[src/rtl/imem_boot_ctrl_pkg.sv]
// Shared definitions for the instruction-memory boot controller:
// the controller state encoding and the default parameter values.
package imem_boot_ctrl_pkg;

   typedef enum logic [1:0] {
      ST_IDLE = 2'd0,
      ST_LOAD = 2'd1,
      ST_RUN  = 2'd2
   } state_t;

   localparam int          DATA_WIDTH_DEF = 32;
   localparam int          DEPTH_DEF      = 100;
   localparam logic [31:0] NOP_WORD_DEF   = 32'h0000_0000;

endpackage

[src/rtl/imem_boot_ctrl.sv]
// Shares the single instruction-memory port between the boot loader and the
// fetch stage: IDLE -> LOAD (stream words in) -> RUN (serve fetches).
module imem_boot_ctrl
   import imem_boot_ctrl_pkg::*;
#(
   parameter int                   DataWidth = DATA_WIDTH_DEF,
   parameter int                   Depth     = DEPTH_DEF,
   parameter logic [DataWidth-1:0] NOP_WORD  = DataWidth'(NOP_WORD_DEF)
) (
   input  logic                 clk,
   input  logic                 RST,
   input  logic                 load_start,
   input  logic                 ld_valid,
   input  logic [DataWidth-1:0] ld_data,
   input  logic                 ld_last,
   output logic                 ld_ready,
   input  logic                 fetch_req,
   input  logic [DataWidth-1:0] fetch_addr,
   output logic                 fetch_valid,
   output logic [DataWidth-1:0] fetch_instr,
   output logic                 fetch_fault,
   output logic                 cpu_stall,
   output logic                 load_ovf,
   output logic [DataWidth-1:0] mem_wr_data,
   output logic [DataWidth-1:0] mem_addr,
   output logic                 mem_wr_en,
   input  logic [DataWidth-1:0] mem_rd_data
);

   localparam int CntWidth = (Depth > 1) ? $clog2(Depth) : 1;

   state_t                state_reg, state_next;
   logic [CntWidth-1:0]   count_reg, count_next;
   logic                  load_ovf_reg, load_ovf_next;
   logic                  fetch_valid_reg, fetch_valid_next;
   logic [DataWidth-1:0]  fetch_instr_reg, fetch_instr_next;
   logic                  fetch_fault_reg, fetch_fault_next;

   logic [DataWidth-1:0]  word_idx;
   logic                  in_range;
   logic                  transfer;
   logic                  at_last_slot;

   assign word_idx     = fetch_addr >> 2;
   assign in_range     = (word_idx < DataWidth'(Depth));
   assign transfer     = (state_reg == ST_LOAD) && ld_valid;
   assign at_last_slot = (count_reg == CntWidth'(Depth - 1));

   always_ff @(posedge clk) begin
      if (RST) begin
         state_reg       <= ST_IDLE;
         count_reg       <= '0;
         load_ovf_reg    <= 1'b0;
         fetch_valid_reg <= 1'b0;
         fetch_instr_reg <= '0;
         fetch_fault_reg <= 1'b0;
      end else begin
         state_reg       <= state_next;
         count_reg       <= count_next;
         load_ovf_reg    <= load_ovf_next;
         fetch_valid_reg <= fetch_valid_next;
         fetch_instr_reg <= fetch_instr_next;
         fetch_fault_reg <= fetch_fault_next;
      end
   end

   always_comb begin
      state_next       = state_reg;
      count_next       = count_reg;
      load_ovf_next    = load_ovf_reg;
      fetch_valid_next = 1'b0;
      fetch_instr_next = fetch_instr_reg;
      fetch_fault_next = fetch_fault_reg;
      ld_ready         = 1'b0;
      mem_wr_en        = 1'b0;
      mem_wr_data      = ld_data;
      mem_addr         = DataWidth'(count_reg);

      unique case (state_reg)
         ST_IDLE: begin
            if (load_start) begin
               state_next    = ST_LOAD;
               count_next    = '0;
               load_ovf_next = 1'b0;
            end
         end

         ST_LOAD: begin
            ld_ready  = 1'b1;
            mem_wr_en = transfer;
            if (transfer) begin
               // The counter saturates at the last slot so it never leaves the memory.
               if (!at_last_slot)
                  count_next = count_reg + 1'b1;
               if (ld_last) begin
                  state_next = ST_RUN;
               end else if (at_last_slot) begin
                  state_next    = ST_RUN;
                  load_ovf_next = 1'b1;
               end
            end
         end

         ST_RUN: begin
            mem_addr = in_range ? word_idx : '0;
            if (load_start) begin
               // Re-boot takes priority; any fetch requested this cycle is dropped.
               state_next    = ST_LOAD;
               count_next    = '0;
               load_ovf_next = 1'b0;
            end else if (fetch_req) begin
               fetch_valid_next = 1'b1;
               fetch_instr_next = in_range ? mem_rd_data : NOP_WORD;
               fetch_fault_next = !in_range;
            end
         end

         default: begin
            state_next = ST_IDLE;
         end
      endcase
   end

   assign cpu_stall   = (state_reg != ST_RUN);
   assign load_ovf    = load_ovf_reg;
   assign fetch_valid = fetch_valid_reg;
   assign fetch_instr = fetch_instr_reg;
   assign fetch_fault = fetch_fault_reg;

endmodule

[config.mk]
export PLATFORM = sky130hd
export DESIGN_NAME = imem_boot_ctrl
export DESIGN_NICKNAME = d
export VERILOG_FILES = /design/src/rtl/imem_boot_ctrl_pkg.sv /design/src/rtl/imem_boot_ctrl.sv
export SDC_FILE = /design/constraint.sdc
export NUM_CORES = 1
export LEC_CHECK = 0
export CAP_MARGIN = 20
export CORE_AREA = 2 2 93 95
export DETAILED_ROUTE_END_ITERATION = 16
export DIE_AREA = 0 0 95 97
export PLACE_DENSITY = 0.76
export SLEW_MARGIN = 20
export SYNTH_ARGS = -nofsm -noshare
export SYNTH_HDL_FRONTEND = slang
export SYNTH_SLANG_ARGS = --single-unit
[constraint.sdc]
create_clock -name clk -period 1.43 [get_ports clk]
set_input_delay 0.143 -clock clk [delete_from_list [all_inputs] [get_ports clk]]
set_output_delay 0.143 -clock clk [all_outputs]
set_load 0.02 [all_outputs]
Word level (Yosys, flattened, before mapping) --
Cells that the tools add are included.
Cells by class: add/sub/neg operators 1, $lt $le $gt $ge 1, eq/ne operators 10, muxes and demuxes 20, bitwise logic cells 2, reduce and logical (&&, ||, !) cells 10
Operators by type and width (number):
- $mux W30 | 2
- $mux W32 | 1
- $lt A30 B7 Y1 const B | 1
- $mux W7 | 3
- $pmux W7 S2 | 1
- $ne A2 B2 Y1 const B | 5
- $mux W2 | 4
- $add A7 B1 Y7 const B | 1
- $eq A7 B7 Y1 const B | 1
- $mux W1 | 7
- $reduce_and A3 Y1 | 2
- $reduce_and A5 Y1 | 1
- $pmux W2 S2 | 1
- $reduce_and A4 Y1 | 1
- $ne A3 B3 Y1 const B | 1
- $reduce_or A3 Y1 | 1
- $eq A2 B1 Y1 const B | 1
- $eq A2 B2 Y1 const B | 1
- $logic_not A2 Y1 | 1
- $ne A2 B1 Y1 const B | 1
- $not A1 Y1 | 2
- $pmux W1 S2 | 1
- $reduce_bool A2 Y1 | 1
- $reduce_or A2 Y1 | 1
- other kinds (2) | 2
Word-level totals: flip-flop bits (word level) 44, input bits 102, output and inout bits 102, logic and storage cells 50

Logic depth before layout (Yosys ltp) --
Gate-level depths: netlist (run 1).
depth after elaboration 5, depth in mapped cells 5, mapped depth without buffers 5

Least setup slack after synthesis (run 1) --
No wires, ideal clock.
kind input port to output port, start input fetch_addr[27], end output mem_addr[4], arrival 1355 ps, data required time 1287 ps, slack -68 ps, stages on the path 5, path through nor4_1 > nand4_1 > or2_1 > clkbuf_1 > o22ai_1
On the way: word-level cells in the longest chain between the ends 3
Ends and longest elaborated chain:
- from (decl) | line imem_boot_ctrl.sv:18 | input logic [DataWidth-1:0] fetch_addr,
- $lt A30 B7 Y1 | line imem_boot_ctrl.sv:45 | assign in_range = (word_idx < DataWidth'(Depth));
- $mux W30 | line imem_boot_ctrl.sv:105 | mem_addr = in_range ? word_idx : '0;
- $mux W30 | line imem_boot_ctrl.sv:79 | unique case (state_reg)
- to (decl) | line imem_boot_ctrl.sv:25 | output logic [DataWidth-1:0] mem_addr,
Every way passes these cells.

Worst setup path after layout (run 1) --
start register state_reg[1], end register fetch_instr_reg[21], in the netlist fetch_instr[21]
On the way: word-level cells in the longest chain between the ends 2
Ends and longest elaborated chain:
- from (decl) | line imem_boot_ctrl.sv:32 | state_t state_reg, state_next;
- from (signal assigned) | line imem_boot_ctrl.sv:58 | state_reg <= state_next;
- $eq A2 B2 Y1 | line imem_boot_ctrl.sv:79
- $reduce_and A3 Y1 (no source line)
- to (signal assigned) | line imem_boot_ctrl.sv:62 | fetch_instr_reg <= fetch_instr_next;
- to (decl) | line imem_boot_ctrl.sv:36 | logic [DataWidth-1:0] fetch_instr_reg, fetch_instr_next;
Every way passes these cells. A chain may end at the register's enable or synchronous reset.

==> flow_metrics.env, run 1 <==
export IMPL_run_status="finished with violations"
export IMPL_violations="setup timing"
export IMPL_worst_setup_hold_path_clk_slew_ps=100
export IMPL_dieArea_um2=9220
export IMPL_placement_io_buffers=112
export IMPL_worst_setup_path_start_kind="flop"
export IMPL_detail_route_first_pass_iterations=4
export IMPL_die_width_um=95
export IMPL_timing_final_hold_violations=0
export IMPL_layout_cells_most_common="sky130_fd_sc_hd__clkdlybuf4s50_1"
export IMPL_detail_route_wl_per_cell_um=14.2
export IMPL_stdcell_area_um2=3590
export IMPL_critical_path_class="flop to flop"
export IMPL_post_layout_nonfiller_instances=443
export IMPL_ys_seq_area_share_pct=41.0
export IMPL_clock_tree_root_cell="sky130_fd_sc_hd__clkbuf_8"
export IMPL_ys_dominant_reg_cell="sky130_fd_sc_hd__dfxtp_1"
export IMPL_drt_iter0_markers=37
export IMPL_cp_end_kind="flop"
export IMPL_nFillCells=775
export IMPL_worst_hold_slack_across_all_endpoints_ps=286
export IMPL_cts_buffers_inserted=5
export IMPL_gate_count_after_technology_mapping=227
export IMPL_fin_nets=440
export IMPL_cts_hold_buffers_added=0
export IMPL_cap_violations=0
export IMPL_rsz0062_at_grt="yes"
export IMPL_place_area_um2=3180
export IMPL_yosys_warnings=0
export IMPL_clkLatencyLatePin_ps=300
export IMPL_final_critical_path_setup_slack_ps=-173
export IMPL_grt_overflow_total=0
export IMPL_postSynth_asyncResetShare_pct=0
export IMPL_initial_antenna_violation_count=0
export IMPL_total_of_flip_flops_plus_latches_after_synthesis=44
export IMPL_power_per_cell_area_nw_per_um2=725
export IMPL_grt_start_max_net_pins=17
export IMPL_post_route_drc_count=0
export IMPL_gp_routability_congestion=0.727
export IMPL_place_worst_setup_slack_ps=-962
export IMPL_worst_path_max_fanout=8
export IMPL_clkSinkCount=44
export IMPL_floorplan_core_area_um2=8130
export IMPL_post_route_clock_period_utilization_pct=112
export IMPL_final_seq_area_um2=883
export IMPL_vdd_ir_drop_max_v=0.000494
export IMPL_clock_skew_final_ps=13.1
export IMPL_fp_row_count=33
export IMPL_largest_register_ffs=32
export IMPL_critPathRequiredTime_ps=1620
export IMPL_fin_util_pct=44.2
export IMPL_cp_arrival_ps=1790
export IMPL_cts_tree="built"
export IMPL_clock_path_buffers=2
export IMPL_period_minus_slack_ps=1600
export IMPL_syn_mean_instance_area_um2=9.46
export IMPL_ios=204
export IMPL_area_growth_pct=67.3
export IMPL_drt_wl_total_mm=6.30
export IMPL_netlist_cell_type_count=37
export IMPL_detailed_place_hpwl_mm=4.30
export IMPL_avgViaCountPerCell=4.44
export IMPL_global_route_wire_length_before_repair_mm=9.48
export IMPL_mostFrequentLayoutCells="sky130_fd_sc_hd__clkdlybuf4s50_1 (48), sky130_fd_sc_hd__dfxtp_1 (42), sky130_fd_sc_hd__a22o_1 (32)"
export IMPL_worstHoldPathType="primary input to output pin"
export IMPL_dp_cells=422
export IMPL_grt_pass1_vias=1960
export IMPL_static_leakage_power_nw=1.86
export IMPL_route_vias_total=1969
export IMPL_max_freq_ghz=0.624
export IMPL_clock_tree_htree_level_count=2
export IMPL_track_usage_pct=13.0
export IMPL_post_route_cells_drive_above_1_share_pct=27.2
export IMPL_die_h_um=97
export IMPL_synth_cell_area_um2=2150
export IMPL_number_of_enable_type_register_cells_in_the_synthesized_netlist=0
export IMPL_area_of_combinational_cells_with_multiple_inputs_um2=1010
export IMPL_initial_utilization_pct=26.4
export IMPL_insertedDiodeCount=0
export IMPL_drv_slew=0
export IMPL_ant_nets=0
export IMPL_setup_viol=40
==> per-stage QoR <==
| step | TNS, ps | total power [W] |
|---|---|---|
| after floorplan | -363 | 0.00157 |
| after global placement | -32800 | 0.00163 |
| after detailed placement | -23010 | 0.00163 |
| after CTS | -6160 | 0.00264 |
| after global routing | -8090 | 0.00271 |
| final | -4960 | 0.00261 |
==> repair_timing <==
item / in CTS / in global routing
resized for setup: 129 / 50
buffers inserted: 8 / 3
cloned: 3 / 0
pin swaps: 20 / 22
endpoints found under the setup margin: 44 / 74
==> synthesized netlist by cell type, types with 2 or more instances <==
cell type | instances | share of area, %
sky130_fd_sc_hd__buf_4 | 57 | 20
sky130_fd_sc_hd__dfxtp_1 | 44 | 41
sky130_fd_sc_hd__a22o_1 | 32 | 13
sky130_fd_sc_hd__nand2_1 | 15 | 2.6
sky130_fd_sc_hd__nor2_1 | 10 | 1.7
sky130_fd_sc_hd__o21ai_1 | 6 | 1.4
sky130_fd_sc_hd__nor4_1 | 5 | 1.5
sky130_fd_sc_hd__a211oi_1 | 4 | 1.4
sky130_fd_sc_hd__a21oi_1 | 4 | 0.93
sky130_fd_sc_hd__clkbuf_1 | 4 | 0.70
sky130_fd_sc_hd__xnor2_1 | 4 | 1.6
sky130_fd_sc_hd__buf_2 | 3 | 0.70
sky130_fd_sc_hd__buf_6 | 3 | 1.6
sky130_fd_sc_hd__inv_1 | 3 | 0.52
sky130_fd_sc_hd__nand2b_1 | 3 | 0.87
sky130_fd_sc_hd__nand3_1 | 3 | 0.70
sky130_fd_sc_hd__nand4_1 | 3 | 0.87
sky130_fd_sc_hd__nand3b_1 | 2 | 0.70
sky130_fd_sc_hd__nor2b_1 | 2 | 0.58
sky130_fd_sc_hd__o21ai_0 | 2 | 0.47
sky130_fd_sc_hd__o22ai_1 | 2 | 0.58
==> power breakdown <==
part | switching [W] | internal, W | leakage (nW)
registers | 0.00000451 | 0.00123 | 0.355
logic | 0.000186 | 0.000201 | 1.45
clock network | 0.000456 | 0.000527 | 0.0548
total | 0.000646 | 0.00196 | 1.86
==> logic make-up (layout without fill, tap and decap cells) <==
logic type / count (synthesis) / in the layout / share of synthesized area (%)
multiplexers: 1 / 1 / 0.524
AND/OR/NAND/NOR: 51 / 52 / 13.2
XOR/XNOR: 4 / 4 / 1.63
flip-flops: 44 / 44 / 41.0
buffers and inverters: 71 / 157 / 23.6
AO/OA/AOI/OAI: 54 / 54 / 19.3
adder cells (fa/ha/maj): 1 / 1 / 0.583
other: 1 / 25 / 0.175
==> final timing paths <==
check	from	endpoint	slack (ps)	cells after the start
worst max register to register	state_reg[1]	fetch_instr[21]	-170	7
worst min register to register	fetch_instr[14]	fetch_instr[14]	480	1
worst min-delay path	ld_data[16]	mem_wr_data[16]	290	0
worst max-delay path	state_reg[1]	fetch_instr[21]	-170	7
==> routing by layer <==
layer  GRT usage, %  up-vias  part of all wire, %
met4           3.34        0                 0.94
met1           14.4      921                   38
met3           3.89       10                  8.6
li1               -      944                    -
met5              0        -                    0
met2           23.6       94                   52
==> worst max-delay path: stages (launching register included) <==
cell                       delay [ps]
sky130_fd_sc_hd__dfxtp_2          350
sky130_fd_sc_hd__and4bb_2         260
sky130_fd_sc_hd__buf_6            120
sky130_fd_sc_hd__and2b_1          150
sky130_fd_sc_hd__nor3b_4          150
sky130_fd_sc_hd__buf_6            130
sky130_fd_sc_hd__buf_12           130
sky130_fd_sc_hd__a22o_1           190
==> layout make-up <==
| class | count | share of cell area [%] |
|---|---|---|
| Tap cell | 105 | 3.66 |
| Multi-Input combinational cell | 137 | 28.2 |
| Timing Repair Buffer | 145 | 39.8 |
| Clock buffer | 5 | 1.92 |
| Inverter | 4 | 0.488 |
| Clock inverter | 3 | 1.29 |
| Sequential cell | 44 | 24.6 |
Note: power is estimated with default switching activity, not from simulation.
==> run 2: changes to the inputs <==
Settings changed: MAX_ROUTING_LAYER set to met4.
==> run 2 against run 1 <==
The run still ends with setup timing left; worst setup slack hardly changed; critical path depth stayed put; global-route usage is 0.36 points higher; die area stayed put; largest cell class unchanged; core utilization stayed put; non-clock buffer count stayed put; register-to-register slack hardly changed; via count is 0.15% lower; sequential share of layout area stayed put; combinational power hardly changed; sequential power hardly changed.
==> flow_metrics.env, run 2 (same netlist as run 1, synthesis figures left out) <==
export IMPL_run_status="finished with violations"
export IMPL_violations="setup timing"
export IMPL_global_route_wire_length_before_repair_mm=9.49
export IMPL_grt_pass1_vias=1956
export IMPL_worst_setup_path_start_kind="flop"
export IMPL_r2r_worst_path_cells=7
export IMPL_largest_register_ffs=32
export IMPL_intPower_w=0.00196
export IMPL_cts_tree="built"
export IMPL_initial_utilization_pct=26.4
export IMPL_cts_hold_buffers_added=0
export IMPL_nFillCells=775
export IMPL_worstHoldEndpoint="mem_wr_data[16]"
export IMPL_period_minus_slack_ps=1600
export IMPL_swShare_pct=24.8
export IMPL_timing_rr_start="state_reg[1]"
export IMPL_area_growth_pct=67.3
export IMPL_power_clock_fraction_pct=37.7
export IMPL_gp_routability_congestion=0.736
export IMPL_worst_setup_hold_path_clk_slew_ps=100
export IMPL_part_of_the_power_in_combinational_logic_pct=14.8
export IMPL_fp_row_count=33
export IMPL_post_route_clock_period_utilization_pct=112
export IMPL_die_width_um=95
export IMPL_setup_viol=40
export IMPL_drv_slew=0
export IMPL_fin_util_pct=44.2
export IMPL_rsz0062_at_grt="yes"
export IMPL_finalSetupTns_ps=-4960
export IMPL_hold_wc_startpoint="ld_data[16]"
export IMPL_track_usage_pct=13.3
export IMPL_max_freq_ghz=0.624
export IMPL_ant_nets=0
export IMPL_initial_antenna_violation_count=0
export IMPL_mostFrequentLayoutCells="sky130_fd_sc_hd__clkdlybuf4s50_1 (48), sky130_fd_sc_hd__dfxtp_1 (42), sky130_fd_sc_hd__a22o_1 (32)"
export IMPL_worstHoldPathType="primary input to output pin"
export IMPL_ios=204
export IMPL_critical_path_class="flop to flop"
export IMPL_post_route_drc_count=0
export IMPL_detail_route_first_pass_iterations=4
export IMPL_layout_cells_most_common="sky130_fd_sc_hd__clkdlybuf4s50_1"
export IMPL_detailed_place_hpwl_mm=4.30
export IMPL_grt_overflow_total=0
export IMPL_placement_io_buffers=112
export IMPL_cp_end_kind="flop"
export IMPL_power_per_cell_area_nw_per_um2=725
export IMPL_total_switching_power_w=0.000647
export IMPL_timing_rr_end="fetch_instr[21]"
export IMPL_detail_route_wl_per_cell_um=14.2
export IMPL_vdd_ir_drop_max_v=0.000494
export IMPL_fin_nets=440
export IMPL_worst_hold_path_num_cells=0
export IMPL_die_h_um=97
export IMPL_worst_path_max_fanout=8
export IMPL_static_leakage_power_nw=1.86
export IMPL_cp_arrival_ps=1790
export IMPL_route_vias_total=1966
export IMPL_cts_buffers_inserted=5
export IMPL_clock_tree_htree_level_count=2
export IMPL_clkLatencyLatePin_ps=300
export IMPL_clock_skew_final_ps=13.0
export IMPL_dieArea_um2=9220
export IMPL_cap_violations=0
export IMPL_worst_r2r_setup_slack_ps=-170
export IMPL_drt_wl_total_mm=6.28
export IMPL_floorplan_core_area_um2=8130
export IMPL_insertedDiodeCount=0
export IMPL_clock_path_buffers=2
export IMPL_grt_start_max_net_pins=17
export IMPL_worst_hold_slack_across_all_endpoints_ps=286
export IMPL_post_route_cells_drive_above_1_share_pct=27.2
export IMPL_avgViaCountPerCell=4.44
export IMPL_final_critical_path_setup_slack_ps=-172
export IMPL_timing_final_hold_violations=0
export IMPL_critPathRequiredTime_ps=1620
export IMPL_clock_tree_root_cell="sky130_fd_sc_hd__clkbuf_8"
export IMPL_seqPwrFrac_pct=47.4
export IMPL_clkSinkCount=44
export IMPL_drt_iter0_markers=36
==> run 2: cell counts in the layout (fill, tap and decap cells not counted) <==
Identical to the previous run, type by type.
==> run 2: power by group through the flow <==
| stage | sequential, W | clock [W] | combinational, W |
|---|---|---|---|
| after floorplan | 0.00126 | 0 | 0.000308 |
| after global placement | 0.00126 | 0 | 0.000366 |
| after detailed placement | 0.00126 | 0 | 0.000369 |
| after CTS | 0.00124 | 0.00103 | 0.000377 |
| after global routing | 0.00124 | 0.00106 | 0.000413 |
| final | 0.00124 | 0.000983 | 0.000387 |
==> run 2: worst max path at each step <==
stage	startpoint	endpoint	slack, ps	depth (start not counted)
final	state_reg[1]	fetch_instr[21]	-170	7
after global routing	state_reg[0]	fetch_instr[24]	-240	7
after CTS	state_reg[0]	fetch_instr[14]	-190	7
after detailed placement	fetch_addr[28]	mem_addr[5]	-960	7
after global placement	fetch_addr[29]	mem_addr[6]	-980	7
after floorplan	fetch_addr[27]	mem_addr[0]	-60	5
==> run 2: worst max-delay path, stage by stage, from the launching register on <==
cell                       delay, ps
sky130_fd_sc_hd__dfxtp_2         350
sky130_fd_sc_hd__and4bb_2        260
sky130_fd_sc_hd__buf_6           120
sky130_fd_sc_hd__and2b_1         150
sky130_fd_sc_hd__nor3b_4         150
sky130_fd_sc_hd__buf_6           130
sky130_fd_sc_hd__buf_12          130
sky130_fd_sc_hd__a22o_1          190
==> run 2: what timing repair did <==
action                     CTS  global route
hold endpoints to repair     0             0
pin swaps                   20            22
cloned                       3             0
buffers inserted             8             3
setup endpoints to repair   44            74
gates resized for setup    129            50
==> run 2: cell type report <==
type	count	area (um^2)	share of cell area, %
Clock inverter	3	46.3	1.29
Tap cell	105	131	3.66
Sequential cell	44	883	24.6
Clock buffer	5	68.8	1.92
Timing Repair Buffer	145	1430	39.8
Inverter	4	17.5	0.488
Multi-Input combinational cell	137	1010	28.2
==> run 2: metrics by stage <==
| stage | setup slack, ps | instances | area, um^2 | power, W |
|---|---|---|---|---|
| global route | -240 | 443 | 3590 | 0.00271 |
| CTS | -187 | 441 | 3500 | 0.00264 |
| global placement | -977 | 422 | 3180 | 0.00163 |
| detailed placement | -962 | 422 | 3180 | 0.00163 |
| finish | -172 | 443 | 3590 | 0.00261 |
| floorplan | -60.5 | 251 | 2240 | 0.00157 |
==> run 2: layer usage <==
metal	share of wire [%]	track usage [%]
met2	52	23.6
met3	8.6	3.89
met5	0	-
met4	0.65	3.34
met1	39	14.4
==> run 3: changes to the inputs <==
Settings changed: SKIP_CTS_REPAIR_TIMING set to 1.
==> run 3 against run 2 <==
The flow still finishes with violations (setup timing); maximum frequency fell by 4.0%; first-iteration DRC count fell by 19%; clock skew fell by 2.0 ps; worst setup slack got worse by 67 ps; global-route usage fell by 1.7 points; hold slack barely moved; routed wire length fell by 3.0%; sequential share of layout area fell by 0.62 points; via count fell by 2.5%; sequential power barely moved; clock power fell by 0.4%; critical path type unchanged; largest cell class unchanged.
==> flow_metrics.env, run 3 (same netlist as run 1, synthesis figures left out) <==
export IMPL_run_status="finished with violations"
export IMPL_violations="setup timing"
export IMPL_static_leakage_power_nw=2.07
export IMPL_ios=204
export IMPL_post_layout_nonfiller_instances=440
export IMPL_critPathRequiredTime_ps=1670
export IMPL_worstHoldPathType="primary input to output pin"
export IMPL_clock_tree_root_cell="sky130_fd_sc_hd__clkbuf_8"
export IMPL_place_worst_setup_slack_ps=-962
export IMPL_dp_cells=422
export IMPL_place_area_um2=3180
export IMPL_detailed_place_hpwl_mm=4.30
export IMPL_dieArea_um2=9220
export IMPL_largest_register_ffs=32
export IMPL_clock_path_buffers=2
export IMPL_global_route_wire_length_before_repair_mm=8.40
export IMPL_power_per_cell_area_nw_per_um2=708
export IMPL_cts_tree="built"
export IMPL_drt_wl_total_mm=6.09
export IMPL_setup_viol=40
export IMPL_fin_nets=437
export IMPL_period_minus_slack_ps=1670
export IMPL_worst_r2r_setup_slack_ps=-240
export IMPL_clock_skew_final_ps=11.0
export IMPL_cts_buffers_inserted=5
export IMPL_clock_tree_htree_level_count=2
export IMPL_worst_hold_path_num_cells=0
export IMPL_tightestPinTransition_ps=751
export IMPL_die_h_um=97
export IMPL_insertedDiodeCount=0
export IMPL_fp_row_count=33
export IMPL_post_route_clock_period_utilization_pct=117
export IMPL_max_freq_ghz=0.599
export IMPL_worstHoldEndpoint="mem_wr_data[16]"
export IMPL_avgViaCountPerCell=4.35
export IMPL_timing_final_hold_violations=0
export IMPL_route_vias_total=1916
export IMPL_stdcell_area_um2=3700
export IMPL_floorplan_core_area_um2=8130
export IMPL_worst_setup_hold_path_clk_slew_ps=90
export IMPL_r2r_worst_path_cells=7
export IMPL_detail_route_wl_per_cell_um=13.9
export IMPL_timing_rr_start="state_reg[0]"
export IMPL_rsz0062_at_grt="yes"
export IMPL_post_route_cells_drive_above_1_share_pct=23.6
export IMPL_grt_pass1_vias=1848
export IMPL_grt_overflow_total=0
export IMPL_clkLatencyLatePin_ps=300
export IMPL_power_total_w=0.00262
export IMPL_grt_start_max_net_pins=33
export IMPL_initial_antenna_violation_count=0
export IMPL_initial_utilization_pct=26.4
export IMPL_met2_usage_pct=20.1
export IMPL_die_width_um=95
export IMPL_post_route_drc_count=0
export IMPL_cp_arrival_ps=1910
export IMPL_hold_wc_startpoint="ld_data[16]"
export IMPL_mostFrequentLayoutCells="sky130_fd_sc_hd__dlymetal6s2s_1 (51), sky130_fd_sc_hd__clkdlybuf4s50_1 (50), sky130_fd_sc_hd__dfxtp_1 (42)"
export IMPL_worst_setup_path_start_kind="flop"
export IMPL_worst_path_max_fanout=8
export IMPL_timing_rr_end="fetch_instr[23]"
export IMPL_cap_violations=0
export IMPL_track_usage_pct=11.6
export IMPL_placement_io_buffers=112
export IMPL_drt_iter0_markers=29
export IMPL_top_usage_layer="met2"
export IMPL_ant_nets=0
export IMPL_critical_path_class="flop to flop"
export IMPL_worst_slew_margin_relative_to_its_limit_pct=49.8
export IMPL_vdd_ir_drop_max_v=0.000480
export IMPL_area_growth_pct=72.1
export IMPL_clkSinkCount=44
export IMPL_gr_usage_met3_pct=3.89
export IMPL_detail_route_first_pass_iterations=4
export IMPL_drv_slew=0
export IMPL_met1_usage_pct=12.4
export IMPL_gp_routability_congestion=0.736
export IMPL_layout_cells_most_common="sky130_fd_sc_hd__dlymetal6s2s_1"
export IMPL_worst_hold_slack_across_all_endpoints_ps=286
export IMPL_final_critical_path_setup_slack_ps=-239
export IMPL_cp_end_kind="flop"
[run 3: cell types whose count changed in the layout (fill, tap and decap cells not counted), moves of 3 or more]
cell                              delta
sky130_fd_sc_hd__buf_2               -4
sky130_fd_sc_hd__nand2_1             +6
sky130_fd_sc_hd__dlymetal6s2s_1     +27
sky130_fd_sc_hd__clkdlybuf4s15_1    -10
sky130_fd_sc_hd__buf_4               -3
sky130_fd_sc_hd__nand2_2             -6
sky130_fd_sc_hd__dlygate4sd2_1      -13
[run 3: final cells by class]
class                           count  area (um^2)
Sequential cell                    44          886
Clock buffer                        5         68.8
Fill cell                         753         4440
Clock inverter                      3         46.3
Tap cell                          105          131
Timing Repair Buffer              143         1550
Multi-Input combinational cell    136          995
Inverter                            4         15.0
[run 3: through the flow]
step / TNS, ps / util (%)
after floorplan: -363 / -
after detailed placement: -23010 / 39.1
after global routing: -10800 / 45.4
after CTS: -14930 / 40.5
final: -8090 / 45.4
after global placement: -32800 / 39.1
[run 3: worst max path at each step]
| stage | startpoint | depth (start not counted) | to | slack [ps] |
|---|---|---|---|---|
| 3_5_place_dp | fetch_addr[28] | 7 | mem_addr[5] | -960 |
| 4_1_cts | fetch_addr[28] | 7 | mem_addr[5] | -990 |
| 2_1_floorplan | fetch_addr[27] | 5 | mem_addr[0] | -60 |
| 5_1_grt | state_reg[0] | 7 | fetch_instr[19] | -300 |
| 6_report | state_reg[0] | 7 | fetch_instr[23] | -240 |
| 3_3_place_gp | fetch_addr[29] | 7 | mem_addr[6] | -980 |
[run 3: worst max-delay path: stages (launching register included)]
cell,delay [ps]
sky130_fd_sc_hd__dfxtp_4,360
sky130_fd_sc_hd__and4bb_4,370
sky130_fd_sc_hd__buf_6,110
sky130_fd_sc_hd__and2b_1,140
sky130_fd_sc_hd__nor3b_4,220
sky130_fd_sc_hd__buf_12,150
sky130_fd_sc_hd__clkbuf_16,140
sky130_fd_sc_hd__a22o_1,120
[run 3: power breakdown]
group	switching, W	internal, W	total [W]
Sequential	0.00000498	0.00123	0.00124
Combinational	0.000180	0.000223	0.000403
Clock	0.000453	0.000527	0.000979
[run 3: per-layer routing]
layer	vias up	part of all wire (%)
met4	0	0.90
li1	938	-
met2	88	51
met3	10	8.1
met1	880	40
met5	-	0
